`src/rtl/nonce_buffer.sv`:
```
// Nonce buffer: queues winning nonces in a DEPTH-entry FIFO and streams them out LSB first, one bit per txReady.
// Latency: a write into an empty, idle buffer shows txValid one edge after the FIFO write. Words run back-to-back while nonces are queued.
// Backpressure: txReady=0 stalls the shifter, and a write to a full FIFO with no pop is dropped and sets the sticky overflow flag.
// Optional: define NONCE_BUFFER_DROP_COUNT_EN to add the saturating 8-bit dropCount output.
module nonce_buffer #(
  parameter int DEPTH = 8
) (
  input  logic        clk,
  input  logic        rst,
  input  logic        newBlock,
  input  logic        wrValid,
  input  logic [31:0] wrNonce,
  input  logic        txReady,
  output logic        txValid,
  output logic        txBit,
  output logic        overflow,
  output logic        empty
`ifdef NONCE_BUFFER_DROP_COUNT_EN
  ,
  output logic [7:0]  dropCount
`endif
);

  localparam int AW = $clog2(DEPTH);
  localparam logic [AW:0] FULL_CNT = (AW+1)'(DEPTH);

  typedef enum logic {IDLE, SHIFT} state_t;

  logic [31:0]   mem_q [DEPTH];
  logic [AW-1:0] wr_ptr_q, wr_ptr_d;
  logic [AW-1:0] rd_ptr_q, rd_ptr_d;
  logic [AW:0]   count_q, count_d;
  state_t        state_q, state_d;
  logic [31:0]   shift_q, shift_d;
  logic [4:0]    idx_q, idx_d;
  logic          overflow_q, overflow_d;

  logic fifo_full;
  logic fifo_nempty;
  logic pop;
  logic push;
  logic drop;

  assign fifo_full   = (count_q == FULL_CNT);
  assign fifo_nempty = (count_q != '0);

  // Transmit FSM: load from FIFO head when idle or when the last bit of a word is accepted.
  always_comb begin
    state_d = state_q;
    shift_d = shift_q;
    idx_d   = idx_q;
    pop     = 1'b0;
    case (state_q)
      IDLE: begin
        if (fifo_nempty) begin
          pop     = 1'b1;
          shift_d = mem_q[rd_ptr_q];
          idx_d   = '0;
          state_d = SHIFT;
        end
      end
      SHIFT: begin
        if (txReady) begin
          if (idx_q == 5'd31) begin
            idx_d = '0;
            if (fifo_nempty) begin
              pop     = 1'b1;
              shift_d = mem_q[rd_ptr_q];
            end else begin
              shift_d = shift_q >> 1;
              state_d = IDLE;
            end
          end else begin
            shift_d = shift_q >> 1;
            idx_d   = idx_q + 5'd1;
          end
        end
      end
      default: state_d = IDLE;
    endcase
    // A new block makes everything stale: abort the word and stop popping.
    if (newBlock) begin
      state_d = IDLE;
      idx_d   = '0;
      pop     = 1'b0;
    end
  end

  // FIFO bookkeeping: a full FIFO still accepts a write when the same edge pops.
  always_comb begin
    push       = wrValid && !newBlock && (!fifo_full || pop);
    drop       = wrValid && !newBlock && fifo_full && !pop;
    wr_ptr_d   = push ? wr_ptr_q + AW'(1) : wr_ptr_q;
    rd_ptr_d   = pop  ? rd_ptr_q + AW'(1) : rd_ptr_q;
    count_d    = count_q + (AW+1)'(push) - (AW+1)'(pop);
    overflow_d = overflow_q | drop;
    if (newBlock) begin
      wr_ptr_d   = '0;
      rd_ptr_d   = '0;
      count_d    = '0;
      overflow_d = 1'b0;
    end
  end

  // Storage array; no reset needed since entries are only read behind the count.
  always_ff @(posedge clk) begin
    if (!rst && push) begin
      mem_q[wr_ptr_q] <= wrNonce;
    end
  end

  // State registers with synchronous reset taking priority over everything.
  always_ff @(posedge clk) begin
    if (rst) begin
      wr_ptr_q   <= '0;
      rd_ptr_q   <= '0;
      count_q    <= '0;
      state_q    <= IDLE;
      shift_q    <= '0;
      idx_q      <= '0;
      overflow_q <= 1'b0;
    end else begin
      wr_ptr_q   <= wr_ptr_d;
      rd_ptr_q   <= rd_ptr_d;
      count_q    <= count_d;
      state_q    <= state_d;
      shift_q    <= shift_d;
      idx_q      <= idx_d;
      overflow_q <= overflow_d;
    end
  end

`ifdef NONCE_BUFFER_DROP_COUNT_EN
  logic [7:0] drop_cnt_q, drop_cnt_d;

  // Saturating drop counter, cleared together with the overflow flag.
  always_comb begin
    drop_cnt_d = drop_cnt_q;
    if (newBlock) begin
      drop_cnt_d = '0;
    end else if (drop && drop_cnt_q != 8'hFF) begin
      drop_cnt_d = drop_cnt_q + 8'd1;
    end
  end

  // Drop counter register.
  always_ff @(posedge clk) begin
    if (rst) begin
      drop_cnt_q <= '0;
    end else begin
      drop_cnt_q <= drop_cnt_d;
    end
  end

  assign dropCount = drop_cnt_q;
`endif

  // txBit is gated so an aborted word never leaks a stale bit.
  assign txValid  = (state_q == SHIFT);
  assign txBit    = (state_q == SHIFT) & shift_q[0];
  assign overflow = overflow_q;
  assign empty    = (count_q == '0) && (state_q == IDLE);

endmodule

```
`config.mk`:
```
export PLATFORM = sky130hd
export DESIGN_NAME = nonce_buffer
export DESIGN_NICKNAME = d
export VERILOG_FILES = /design/src/rtl/nonce_buffer.sv
export SDC_FILE = /design/constraint.sdc
export NUM_CORES = 1
export LEC_CHECK = 0
export CAP_MARGIN = 20
export CORE_UTILIZATION = 45
export CTS_BUF_LIST = sky130_fd_sc_hd__clkbuf_8
export CTS_CLUSTER_SIZE = 12
export DETAILED_ROUTE_END_ITERATION = 8
export PLACE_DENSITY_LB_ADDON = 0.15
export SLEW_MARGIN = 20
export SYNTH_ARGS = -nofsm -noshare
export SYNTH_HDL_FRONTEND = slang
export SYNTH_SLANG_ARGS = --single-unit
```
`constraint.sdc`:
```
create_clock -name clk -period 5.3 [get_ports clk]
set_clock_uncertainty 0.1 [all_clocks]
set_input_delay 1.06 -clock clk [delete_from_list [all_inputs] [get_ports clk]]
set_output_delay 1.06 -clock clk [all_outputs]
set_load 0.02 [all_outputs]
```
==> results of run 1 <==
==> registers in the layout, summed over array words and instances (netlist names), named ones only <==
name / flops
txValid: 1
mem_q: 256
rd_ptr_q: 3
overflow: 1
shift_q: 32
wr_ptr_q: 3
idx_q: 5
count_q: 4
==> worst paths after layout <==
check / slack, ns / endpoint / from / cells after the start
max: 1.69 / empty / count_q[2]$_SDFF_PP0_ / 5
min reg2reg: 0.39 / overflow$_SDFF_PP0_ / overflow$_SDFF_PP0_ / 2
min: 0.39 / overflow$_SDFF_PP0_ / overflow$_SDFF_PP0_ / 2
max reg2reg: 1.98 / mem_q[5][2]$_DFFE_PP_ / idx_q[0]$_SDFFE_PP0P_ / 8
==> through the flow <==
stage	hold WS, ns	instance area, um2	instances	util	setup WS (ns)
4_1_cts	0.398	13800	1083	0.526	1.64
5_1_grt	0.417	13800	1084	0.527	1.54
3_3_place_gp	0.356	12800	992	0.491	1.43
6_report	0.392	13800	1084	0.527	1.69
3_5_place_dp	0.380	12800	992	0.491	1.33
2_1_floorplan	0.345	12000	637	-	0.101
==> synthesized netlist by cell type (4+ instances only) <==
cell type                  instances
sky130_fd_sc_hd__nand3_1           6
sky130_fd_sc_hd__dfxtp_1          52
sky130_fd_sc_hd__o21ai_0           4
sky130_fd_sc_hd__mux4_2           64
sky130_fd_sc_hd__ha_1              9
sky130_fd_sc_hd__buf_2            19
sky130_fd_sc_hd__nor2_1           25
sky130_fd_sc_hd__nand2b_1         57
sky130_fd_sc_hd__nand2_1           6
sky130_fd_sc_hd__nand3b_1          4
sky130_fd_sc_hd__or2b_1            6
sky130_fd_sc_hd__clkbuf_1         11
sky130_fd_sc_hd__mux2i_1          32
sky130_fd_sc_hd__a21oi_1           9
sky130_fd_sc_hd__o221ai_1         31
sky130_fd_sc_hd__inv_1             7
sky130_fd_sc_hd__edfxtp_1        256
==> cell families (layout without fill, tap and decap cells) <==
family / after synthesis / count (layout) / share of synthesized area
AO/OA/AOI/OAI: 56 / 56 / 0.0363
XOR/XNOR: 4 / 4 / 0.00292
adder cells (fa/ha/maj): 10 / 10 / 0.0111
buffers and inverters: 43 / 155 / 0.0170
flip-flops: 308 / 308 / 0.728
multiplexers: 97 / 97 / 0.149
AND/OR/NAND/NOR: 119 / 119 / 0.0562
==> per-layer routing <==
metal / vias to the layer above / wire (um)
li1: 2711 / -
met1: 3020 / 9510
met2: 131 / 11700
met3: 33 / 945
met4: 0 / 445
met5: - / 0
==> cell type report <==
cell class	count	area, um2
multi-input combinational	286	3120
sequential	308	8730
clock buffer	51	702
fill	2150	12400
tap	335	419
clock inverter	40	229
inverter	7	26.3
timing repair buffer	57	536
==> where the power goes <==
part / switching (mW) / internal (mW)
logic: 0.133 / 0.125
clock network: 0.899 / 0.999
registers: 0.0273 / 2.66
==> cells in the final DEF, fill, tap and decap left out, drive strengths merged, types with 19 or more instances in the layout <==
cell type and n:
clkbuf 51, clkdlybuf4s50 40, clkinv 19, dfxtp 52, edfxtp 256, inv 26
mux2i 33, mux4 64, nand2b 57, nor2 25, o221ai 31
==> critical path: cells and delay by family, from the launching register on <==
| kind | cells | cell delay, ns |
|---|---|---|
| fa+ha+maj | 1 | 0.22 |
| buf+inv | 2 | 0.72 |
| flops | 1 | 0.29 |
| simple gates | 2 | 0.65 |
==> flow_metrics.env, run 1 <==
export IMPL_overflow=0
export IMPL_areaGrowthSynthToFinish_pct=14.8
export IMPL_number_of_global_route_vias_before_repair=6260
export IMPL_grt_util_all_layers=0.176
export IMPL_worstSetupEndpointType="primary output"
export IMPL_seq_total_area_yosys=0.728
export IMPL_accumulated_negative_setup_slack_ns=0
export IMPL_gpl_final_weighted_congestion=0.717
export IMPL_detailedRoute_firstPassIterationCount=7
export IMPL_maxSlewViolCount=0
export IMPL_cts_sink_count=308
export IMPL_insertion_delay_ns=0.57
export IMPL_finalWorstPathRequiredPeriod_ns=3.61
export IMPL_cts_hold_repair_buffers=0
export IMPL_hold_viol_final=0
export IMPL_cts_max_path_buffers=3
export IMPL_synth_flop_cell="sky130_fd_sc_hd__edfxtp_1"
export IMPL_ir_drop_mv=0.169
export IMPL_cts_buffers_inserted=50
export IMPL_post_synth_top_area_cell="sky130_fd_sc_hd__edfxtp_1"
export IMPL_final_net_count=757
export IMPL_final_setup_viol_count=0
export IMPL_critical_path_required_ns=4.14
export IMPL_die_area_um2=27300
export IMPL_grtUsageMet1=0.221
export IMPL_ios=41
export IMPL_violated_checks="DRC"
export IMPL_crit_type="reg2out"
export IMPL_deepest_level_of_the_cts_h_tree=2
export IMPL_total_power_mw=4.84
export IMPL_routedWlPerCell_um=20.9
export IMPL_yosys_area_top_type_share=0.641
export IMPL_share_of_post_route_cells_with_drive_strength_above_1=0.212
export IMPL_tritoncts_clock_tree="yes"
export IMPL_hold_class="reg2reg"
export IMPL_die_height_um=165
export IMPL_wire_length_of_the_first_global_routing_pass_um=35500
export IMPL_p_leak_nw=4.29
export IMPL_core_area_um2=26100
export IMPL_post_route_drc_count=4
export IMPL_ant_nets=0
export IMPL_timing_critical_path_from_type="flop"
export IMPL_num_rows=59
export IMPL_synth_ff_latch_count=308
export IMPL_vias_per_cell=5.44
export IMPL_detail_route_wirelength_um=22600
export IMPL_ys_top_cells_by_area="sky130_fd_sc_hd__edfxtp_1, sky130_fd_sc_hd__mux4_2, sky130_fd_sc_hd__dfxtp_1"
export IMPL_netlist_cell_type_count=48
export IMPL_ys_warnings_count=0
export IMPL_grt_setup_unrepaired="false"
export IMPL_path_cells="inv_1 -> ha_1 -> or3b_1 -> nor2_1 -> clkdlybuf4s50_1"
export IMPL_met2_usage=0.308
export IMPL_antenna_found_initial=0
export IMPL_fin_crit_sh=0.681
export IMPL_busiest_layer="met2"
export IMPL_worst_setup_hold_path_clk_slew_ns=0.06
export IMPL_synth_edf_count=256
export IMPL_detailed_place_hpwl_um=12800
export IMPL_io_buffer_count=40
export IMPL_worst_tran_pin_value_ns=0.931
export IMPL_post_synth_cell_area_avg_um2=18.8
export IMPL_cp_slowest_cell="sky130_fd_sc_hd__clkdlybuf4s50_1"
export IMPL_post_cts_buffers=0
export IMPL_grtUsageMet3=0.0300
export IMPL_synthesis_area_um2=12000
export IMPL_synthArstFlopShare=0
export IMPL_grt_start_max_net_pins=44
export IMPL_crit_arrival_ns=2.45
export IMPL_fmax_mhz=277
export IMPL_post_cts_resized_instances=0
export IMPL_status="finished, violations left"
export IMPL_root_buffer_selected_by_cts="sky130_fd_sc_hd__clkbuf_8"
export IMPL_mappedNetlistNets=684
export IMPL_initial_utilization=0.459
export IMPL_antenna_cells_inserted=0
export IMPL_drt_iter0_markers=399
export IMPL_routed_via_count=5895
export IMPL_max_cap_violations=0
export IMPL_maxSlewHeadroom=0.380
export IMPL_power_per_cell_area_nw_per_um2=352
export IMPL_die_w_um=165
export IMPL_post_synth_inst_count=637
export IMPL_cp_max_fo=6
export IMPL_crit_path_max_incr_delay_ns=0.62
No activity file was read; power rests on OpenSTA's default activity.
==> run 2: changes to the inputs <==
==> constraint.sdc (replaced) <==
create_clock -name clk -period 3.7 [get_ports clk]
set_clock_uncertainty 0.1 [all_clocks]
set_input_delay 0.74 -clock clk [delete_from_list [all_inputs] [get_ports clk]]
set_output_delay 0.74 -clock clk [all_outputs]
set_load 0.02 [all_outputs]
==> run 2 against run 1 <==
The run still ends with DRC left. Via count is 1.4% higher. Register-to-register slack got worse by 1.1 ns. Worst setup slack got worse by 1.3 ns. Final cell count grew 0.74%. Total power rose by 41%. Design area increased by 0.65%. Global-route usage grew 0.24 points. Combinational power grew 52%. Clock power rose by 37%. Die area stayed put. Critical endpoint unchanged. Core utilization increased by 0.34 points. Worst hold slack got worse by 0.012 ns. Critical path type unchanged.
==> flow_metrics.env, run 2 (synthesized netlist as in run 1, its figures left out) <==
export IMPL_finalWorstPathRequiredPeriod_ns=3.29
export IMPL_io_buffer_count=40
export IMPL_timing_critical_path_from_type="flop"
export IMPL_post_cts_buffers=0
export IMPL_fin_crit_sh=0.889
export IMPL_hold_class="reg2reg"
export IMPL_number_of_global_route_vias_before_repair=6400
export IMPL_routed_via_count=5977
export IMPL_maxSlewHeadroom=0.409
export IMPL_grt_setup_unrepaired="false"
export IMPL_deepest_level_of_the_cts_h_tree=2
export IMPL_dp_cells=999
export IMPL_cts_hold_repair_buffers=0
export IMPL_post_route_drc_count=6
export IMPL_share_of_post_route_cells_with_drive_strength_above_1=0.225
export IMPL_root_buffer_selected_by_cts="sky130_fd_sc_hd__clkbuf_8"
export IMPL_final_fill_count=2112
export IMPL_max_cap_violations=0
export IMPL_num_rows=59
export IMPL_register_area_um2=8730
export IMPL_worst_setup_hold_path_clk_slew_ns=0.06
export IMPL_die_area_um2=27300
export IMPL_antenna_found_initial=0
export IMPL_final_net_count=763
export IMPL_layout_cells_non_filler=1092
export IMPL_detail_route_wirelength_um=22900
export IMPL_cp_slowest_cell="sky130_fd_sc_hd__clkdlybuf4s50_1"
export IMPL_reg_top3="mem_q (256), shift_q (32), idx_q (5)"
export IMPL_routedWlPerCell_um=21.0
export IMPL_most_common_library_cell_in_the_layout_ignoring_fill_and_taps="sky130_fd_sc_hd__edfxtp_1"
export IMPL_insertion_delay_ns=0.56
export IMPL_antenna_cells_inserted=0
export IMPL_largest_register_ffs=256
export IMPL_maxSlewViolCount=0
export IMPL_tritoncts_clock_tree="yes"
export IMPL_power_per_cell_area_nw_per_um2=493
export IMPL_die_w_um=165
export IMPL_drt_iter0_markers=392
export IMPL_crit_type="reg2out"
export IMPL_worst_tran_pin_value_ns=0.867
export IMPL_hold_slack_ns=0.380
export IMPL_vias_per_cell=5.47
export IMPL_dpl_cell_area_um2=13000
export IMPL_path_cells="inv_1 -> ha_1 -> or3b_1 -> nor2_1 -> clkdlybuf4s50_1"
export IMPL_worstSetupEndpointType="primary output"
export IMPL_cts_max_path_buffers=3
export IMPL_post_cts_resized_instances=0
export IMPL_status="finished, violations left"
export IMPL_cts_buffers_inserted=50
export IMPL_overflow=0
export IMPL_areaGrowthSynthToFinish_pct=15.5
export IMPL_detailed_place_hpwl_um=13300
export IMPL_cp_max_fo=6
export IMPL_die_height_um=165
export IMPL_multiInputGateArea_um2=3130
export IMPL_cts_sink_count=308
export IMPL_core_area_um2=26100
export IMPL_initial_utilization=0.459
export IMPL_fmax_mhz=304
export IMPL_layout_common_cells="sky130_fd_sc_hd__edfxtp_1, sky130_fd_sc_hd__mux4_2, sky130_fd_sc_hd__nand2b_1"
export IMPL_grt_util_all_layers=0.179
export IMPL_detailedRoute_firstPassIterationCount=7
export IMPL_ant_nets=0
export IMPL_ir_drop_mv=0.300
export IMPL_wire_length_of_the_first_global_routing_pass_um=35800
export IMPL_final_setup_viol_count=0
export IMPL_p_leak_nw=4.33
export IMPL_register_with_the_most_flip_flops="mem_q"
export IMPL_critical_path_required_ns=2.86
export IMPL_crit_arrival_ns=2.45
export IMPL_crit_path_max_incr_delay_ns=0.61
export IMPL_hold_viol_final=0
export IMPL_gpl_final_weighted_congestion=0.735
export IMPL_final_cell_area_um2=13900
export IMPL_grt_start_max_net_pins=65
export IMPL_violated_checks="DRC"
export IMPL_ios=41
run 2: cell types whose count changed in the layout (fill, tap and decap cells not counted), moves of 2 or more:
cell	change
sky130_fd_sc_hd__inv_8	-2
sky130_fd_sc_hd__clkbuf_8	+2
sky130_fd_sc_hd__bufinv_16	-2
sky130_fd_sc_hd__buf_12	+6
sky130_fd_sc_hd__clkinv_2	+7
sky130_fd_sc_hd__clkinv_1	-2
run 2: stage by stage:
step	power (mW)	TNS (ns)	setup slack [ns]	util
final	6.84	0	0.410	0.530
after global routing	7.12	0	0.266	0.530
after CTS	6.94	0	0.366	0.530
after detailed placement	4.31	0	0.481	0.496
after global placement	4.30	0	0.489	0.496
after floorplan	4.15	-46.84	-0.478	-
run 2: final timing paths:
check                           cells past startpoint                      to                   from  slack (ns)
worst max-delay path                                5                   empty  count_q[2]$_SDFF_PP0_        0.41
worst min-delay path                                2     overflow$_SDFF_PP0_    overflow$_SDFF_PP0_        0.38
worst max register to register                      8  mem_q[4][29]$_DFFE_PP_  idx_q[0]$_SDFFE_PP0P_        0.88
worst min register to register                      2     overflow$_SDFF_PP0_    overflow$_SDFF_PP0_        0.38
run 2: cell type report:
class / instances / area share
Tap cell: 335 / 0.0303
Clock buffer: 53 / 0.0526
Timing Repair Buffer: 63 / 0.0468
Sequential cell: 308 / 0.630
Inverter: 7 / 0.00190
Multi-Input combinational cell: 286 / 0.226
Clock inverter: 40 / 0.0122
run 2: layer usage:
layer	routed length, um	global-route usage	up-vias
met1	9970	0.233	3073
met5	0	0	-
met2	11600	0.301	136
met3	1030	0.0380	38
li1	-	-	2730
met4	379	0.0542	0
run 2: report_power, final:
part	leakage [nW]	internal [mW]	total, mW	switching (mW)
registers	2.73	3.81	3.84	0.0308
logic	1.07	0.183	0.392	0.209
clock network	0.527	1.33	2.60	1.28
run 2: worst max-delay path: cells and delay by family (launching register included):
family | cells | cell delay, ns
adder cells (fa/ha/maj) | 1 | 0.24
flip-flops | 1 | 0.30
AND/OR/NAND/NOR | 2 | 0.64
buffers and inverters | 2 | 0.71
